[src/rtl/vm_pkg.sv]
// Shared state type, default widths/coin table and index-width helper for the
// vending-machine balance tracker.
package vm_pkg;

  typedef enum logic [1:0] {
    IDLE   = 2'd0,
    ACTIVE = 2'd1,
    RETURN = 2'd2
  } vm_state_t;

  localparam int kTotalBits = 31;
  localparam int kNumCh     = 3;

  // Channel 0 in the LSBs: 100, 500, 1000.
  localparam logic [kNumCh*kTotalBits-1:0] kDefaultCoinValues =
    {31'd1000, 31'd500, 31'd100};

  function automatic int vm_idx_w(input int num_ch);
    return (num_ch > 1) ? $clog2(num_ch) : 1;
  endfunction

endpackage

[src/rtl/vm_change_picker.sv]
// Combinational greedy change selector: highest channel whose coin value fits
// in the given total, plus a flag when no coin fits at all.
module vm_change_picker
  import vm_pkg::*;
#(
  parameter int                        TOTAL_W     = kTotalBits,
  parameter int                        NUM_CH      = kNumCh,
  parameter logic [NUM_CH*TOTAL_W-1:0] COIN_VALUES = kDefaultCoinValues,
  parameter int                        IDX_W       = vm_idx_w(NUM_CH)
) (
  input  logic [TOTAL_W-1:0] total,
  output logic [IDX_W-1:0]   idx,
  output logic               none_fits
);

  logic [NUM_CH-1:0] fits;

  for (genvar gi = 0; gi < NUM_CH; gi++) begin : g_fit
    assign fits[gi] = (COIN_VALUES[gi*TOTAL_W +: TOTAL_W] <= total);
  end

  // Values ascend with channel index, so the last fitting channel is the largest coin.
  always_comb begin
    idx = '0;
    for (int i = 0; i < NUM_CH; i++) begin
      if (fits[i]) idx = IDX_W'(i);
    end
  end

  assign none_fits = ~|fits;

endmodule

[src/rtl/vm_balance_tracker.sv]
// Authoritative balance register: coin deposits, purchase debits, greedy change
// return with idle timeout. Optional trace output under VM_BALANCE_TRACE_EN.
module vm_balance_tracker
  import vm_pkg::*;
#(
  parameter int                        TOTAL_W     = kTotalBits,
  parameter int                        NUM_CH      = kNumCh,
  parameter logic [NUM_CH*TOTAL_W-1:0] COIN_VALUES = kDefaultCoinValues,
  parameter int                        TIMEOUT_CYC = 100
) (
  input  logic                        clk,
  input  logic                        reset,
  input  logic [NUM_CH-1:0]           coin_in,
  input  logic                        item_req,
  input  logic [TOTAL_W-1:0]          item_price,
  input  logic                        return_req,
  input  logic                        coin_out_ready,
  output logic [TOTAL_W-1:0]          current_total,
  output logic                        dispense,
  output logic                        item_reject,
  output logic                        coin_reject,
  output logic                        coin_out_valid,
  output logic [vm_idx_w(NUM_CH)-1:0] coin_out_idx,
  output logic                        return_done,
  output logic                        change_lost
);

  localparam int IDX_W = vm_idx_w(NUM_CH);
  localparam int DEP_W = TOTAL_W + $clog2(NUM_CH);
  localparam int SUM_W = DEP_W + 1;
  localparam int CNT_W = (TIMEOUT_CYC > 1) ? $clog2(TIMEOUT_CYC) : 1;

  vm_state_t          state_reg, state_next;
  logic [TOTAL_W-1:0] total_reg, total_next;
  logic [CNT_W-1:0]   idle_cnt_reg, idle_cnt_next;
  logic               valid_reg, valid_next;
  logic [IDX_W-1:0]   idx_reg, idx_next;
  logic               dispense_reg, dispense_next;
  logic               item_reject_reg, item_reject_next;
  logic               coin_reject_reg, coin_reject_next;
  logic               return_done_reg, return_done_next;
  logic               change_lost_reg, change_lost_next;

  logic [DEP_W-1:0]   ch_val [NUM_CH];
  logic [TOTAL_W-1:0] coin_val [NUM_CH];
  logic [DEP_W-1:0]   dep;
  logic [TOTAL_W-1:0] debit;
  logic [SUM_W-1:0]   sum;
  logic               buy_ok, dep_fits, dep_acc;
  logic               handshake;
  logic [TOTAL_W-1:0] ret_total;
  logic [IDX_W-1:0]   pick_idx;
  logic               pick_none;

  for (genvar gi = 0; gi < NUM_CH; gi++) begin : g_ch
    assign coin_val[gi] = COIN_VALUES[gi*TOTAL_W +: TOTAL_W];
    assign ch_val[gi]   = coin_in[gi] ? DEP_W'(coin_val[gi]) : '0;
  end

  always_comb begin
    dep = '0;
    for (int i = 0; i < NUM_CH; i++) dep = dep + ch_val[i];
  end

  // Purchase is judged on the pre-update total; debit never exceeds it, so sum cannot go negative.
  assign buy_ok   = item_req && (item_price <= total_reg) && !return_req && (state_reg != RETURN);
  assign debit    = buy_ok ? item_price : '0;
  assign sum      = SUM_W'(total_reg) - SUM_W'(debit) + SUM_W'(dep);
  assign dep_fits = ~|sum[SUM_W-1:TOTAL_W];
  assign dep_acc  = (|coin_in) && dep_fits;

  assign handshake = valid_reg && coin_out_ready;
  assign ret_total = handshake ? total_reg - coin_val[idx_reg] : total_reg;

  vm_change_picker #(
    .TOTAL_W    (TOTAL_W),
    .NUM_CH     (NUM_CH),
    .COIN_VALUES(COIN_VALUES),
    .IDX_W      (IDX_W)
  ) u_picker (
    .total    (ret_total),
    .idx      (pick_idx),
    .none_fits(pick_none)
  );

  always_comb begin
    state_next       = state_reg;
    total_next       = total_reg;
    idle_cnt_next    = '0;
    valid_next       = 1'b0;
    idx_next         = '0;
    dispense_next    = 1'b0;
    item_reject_next = 1'b0;
    coin_reject_next = 1'b0;
    return_done_next = 1'b0;
    change_lost_next = 1'b0;
    if (state_reg == RETURN) begin
      coin_reject_next = |coin_in;
      item_reject_next = item_req;
      if (valid_reg && !coin_out_ready) begin
        valid_next = 1'b1;
        idx_next   = idx_reg;
      end else if (ret_total == '0) begin
        total_next       = '0;
        return_done_next = 1'b1;
        state_next       = IDLE;
      end else if (pick_none) begin
        total_next       = '0;
        change_lost_next = 1'b1;
        return_done_next = 1'b1;
        state_next       = IDLE;
      end else begin
        total_next = ret_total;
        valid_next = 1'b1;
        idx_next   = pick_idx;
      end
    end else if (return_req) begin
      coin_reject_next = |coin_in;
      item_reject_next = item_req;
      if (total_reg != '0) state_next = RETURN;
      else                 return_done_next = 1'b1;
    end else begin
      dispense_next    = buy_ok;
      item_reject_next = item_req && !buy_ok;
      coin_reject_next = (|coin_in) && !dep_fits;
      total_next       = dep_acc ? sum[TOTAL_W-1:0] : total_reg - debit;
      if (total_next == '0) begin
        state_next = IDLE;
      end else if (buy_ok || dep_acc) begin
        state_next = ACTIVE;
      end else if (state_reg == ACTIVE && idle_cnt_reg == CNT_W'(TIMEOUT_CYC - 1)) begin
        state_next = RETURN;
      end else begin
        state_next    = ACTIVE;
        idle_cnt_next = idle_cnt_reg + CNT_W'(1);
      end
    end
  end

  always_ff @(posedge clk) begin
    if (reset) begin
      state_reg       <= IDLE;
      total_reg       <= '0;
      idle_cnt_reg    <= '0;
      valid_reg       <= 1'b0;
      idx_reg         <= '0;
      dispense_reg    <= 1'b0;
      item_reject_reg <= 1'b0;
      coin_reject_reg <= 1'b0;
      return_done_reg <= 1'b0;
      change_lost_reg <= 1'b0;
    end else begin
      state_reg       <= state_next;
      total_reg       <= total_next;
      idle_cnt_reg    <= idle_cnt_next;
      valid_reg       <= valid_next;
      idx_reg         <= idx_next;
      dispense_reg    <= dispense_next;
      item_reject_reg <= item_reject_next;
      coin_reject_reg <= coin_reject_next;
      return_done_reg <= return_done_next;
      change_lost_reg <= change_lost_next;
    end
  end

  assign current_total  = total_reg;
  assign dispense       = dispense_reg;
  assign item_reject    = item_reject_reg;
  assign coin_reject    = coin_reject_reg;
  assign coin_out_valid = valid_reg;
  assign coin_out_idx   = idx_reg;
  assign return_done    = return_done_reg;
  assign change_lost    = change_lost_reg;

`ifdef VM_BALANCE_TRACE_EN
  always @(posedge clk) begin
    if (!reset && (total_reg != '0 || total_next != total_reg))
      $display("vm_balance_tracker: state=%s total=%0d total_nxt=%0d",
               state_reg.name(), total_reg, total_next);
  end
`endif

endmodule

[config.mk]
export PLATFORM = sky130hd
export DESIGN_NAME = vm_balance_tracker
export DESIGN_NICKNAME = d
export VERILOG_FILES = /design/src/rtl/vm_pkg.sv /design/src/rtl/vm_change_picker.sv /design/src/rtl/vm_balance_tracker.sv
export SDC_FILE = /design/constraint.sdc
export NUM_CORES = 1
export LEC_CHECK = 0
export ABC_AREA = 1
export CAP_MARGIN = 0
export CORE_ASPECT_RATIO = 1.1
export CORE_UTILIZATION = 59
export CTS_CLUSTER_SIZE = 25
export DETAILED_ROUTE_END_ITERATION = 8
export PLACE_DENSITY = 0.81
export SLEW_MARGIN = 20
export SYNTH_ARGS = -nofsm -noshare
export SYNTH_HDL_FRONTEND = slang
export SYNTH_SLANG_ARGS = --single-unit
[constraint.sdc]
create_clock -name clk -period 14.7 [get_ports clk]
set_input_delay 3.675 -clock clk [delete_from_list [all_inputs] [get_ports clk]]
set_output_delay 3.675 -clock clk [all_outputs]
set_load 0.005 [all_outputs]
==> run summary <==
Post-Synthesis Cells -> 1630
clock latency on the worst-skew pair -> 300 ps
die area -> 16200 um2
Setup crit start kind -> input port
CP Data Required Time -> 14870 ps
Initial Utilization -> 60.9%
asr flop ratio synth -> 0%
count of different cell masters after synthesis -> 51
final worst slack -> 3150 ps
Slew Limit Fails -> 0
CP arrival -> 11720 ps
vias in the first global route -> 9639
Post-CTS Setup Bufs -> 0
Worst Skew -> 11.0 ps
Final min period -> 11550 ps
CTS root buffer -> clkbuf_16
main flop type after synthesis -> dfxtp_1
max_cap viols -> 0
router iterations before antenna repair -> 5
Final ANT Viol Nets -> 0
RSZ-0062 raised after global routing -> false
vias per cell -> 5.73
top cell type's share of synthesized area -> 20.9%
area grow syn2layout -> 10.8%
post-synthesis register bit count -> 48
Levels on crit path -> 39
CTS tree -> done
Synth top cells by count -> 515 x nand2_1, 293 x inv_1, 152 x nor2_1, 94 x ha_1, 89 x nand3_1
register area share after synthesis -> 10.4%
RePlAce Congestion -> 1.07
Worst Setup End Kind -> flop
setup tns final -> 0 ps
Detailed Place HPWL -> 26400 um
# resized after CTS -> 0
DR iter-0 viols -> 1069
Post-Syn Nets -> 1767
all-layer global routing usage -> 39.0%
clock transition at the registers of the reported paths -> 60 ps
most frequent CP cell -> nand2_1
Tightest Pin Transition -> 1100 ps
first-pass GRT wire length -> 49400 um
Hold Path Depth -> 1
number of remaining DRC errors -> 0
max incr delay on CP -> 720 ps
routed via count -> 10800
number of diodes -> 0
Synth Warn # -> 0
most frequent cell after synthesis -> nand2_1
HP Class -> reg2reg
Chip Height -> 133 um
Num CTS Buffers -> 5
Rel. slew slack -> 26.5%
outcome -> complete, no violations
synthesized area per cell -> 5.67 um2
worst-path fanout max -> 32
Slowest-stage cell, CP -> inv_1
final setup fails -> 0
final wirelength -> 31500 um
Reg2Reg Depth -> 39
CORE AREA -> 15200 um2
worst slack at placement -> 3110 ps
Post-CTS Hold Buffers -> 0
layout cell share with drive strength beyond 1 -> 6.28%
Synth area leader -> nand2_1
Largest register FFs -> 31
Crit Path Class -> in2reg
Die Wd -> 121 um
Sink Count -> 48
IO Pins -> 78
number of antenna violations at the first check in global routing -> 0
Area contributors post-synth -> nand2_1 21%, ha_1 13%, inv_1 12%, dfxtp_1 10%, nor2_1 6.2%
largest net degree at the start of global routing -> 48
worst path bufs/invs -> 4
nets -> 1824
wire length per cell -> 16.7 um
gr ovfl total -> 0
number of flops mapped to enable cells by yosys -> 0
cell family with most CP delay -> simple AND/OR/NAND/NOR gates
final hold vios -> 0
Peak Freq -> 86.6 MHz
Port Buffers -> 77
row cnt -> 47
final period utilization -> 78.6%
clock buffer depth -> 2
H-Tree Depth -> 2
Post-Syn Area -> 9240 um2
[final timing paths]
check	start	endpoint	slack [ps]
min reg2reg	idle_cnt_reg[0]	idle_cnt_reg[0]	490
min	idle_cnt_reg[0]	idle_cnt_reg[0]	490
max	item_price[22]	state_reg[1]	3150
max reg2reg	current_total[21]	state_reg[1]	6310
[area by class of cell]
type / instances / area, um2
inverter: 311 / 1170
tap: 196 / 245
fill: 1494 / 4930
clock inverter: 1 / 7.51
sequential: 48 / 961
clock buffer: 7 / 143
multi-input combinational: 1242 / 6930
timing repair buffer: 79 / 786
[cell families (layout without fill, tap and decap cells)]
group                      after synthesis  count (layout)  share of synthesized area, %
AOI/OAI and AO/OA                      154             154                          10.4
adders and majority gates               98              98                          13.6
and+or+nand+nor                        932             932                          45.5
xor gates and xnor gates                58              58                          5.50
DFF                                     48              48                          10.4
buffers and inverters                  340             398                          14.6
[per-stage QoR]
| step | instances | instance area (um2) | utilization [%] | hold WS, ps |
|---|---|---|---|---|
| after global routing | 1884 | 10200 | 67.5 | 505 |
| final | 1884 | 10200 | 67.5 | 495 |
| after detailed placement | 1876 | 10100 | 66.5 | 481 |
| after CTS | 1884 | 10200 | 67.5 | 498 |
| after floorplan | 1630 | 9240 | - | 451 |
| after global placement | 1876 | 10100 | 66.5 | 475 |
[layout by cell type, fill, tap and decap left out, types with 42 or more instances in the layout]
master	netlist	layout
dfxtp_1	48	48
xor2_1	48	48
nand4_1	66	66
nand3_1	89	89
ha_1	94	94
a21oi_1	45	45
nand2_1	515	515
inv_1	293	293
o21ai_0	42	42
clkdlybuf4s50_1	0	77
nor2_1	152	151
[metal layers]
layer | GRT usage [%] | up-vias | part of all wire (%)
met4 | 19.6 | 0 | 5.5
li1 | - | 5272 | -
met3 | 3.13 | 109 | 7.6
met1 | 50.8 | 4875 | 42
met2 | 64.1 | 539 | 45
met5 | 0 | - | 0
Power is left out: the tool's default activity adds up to more than one toggle a clock period on the data nets, which glitch-free logic cannot reach.
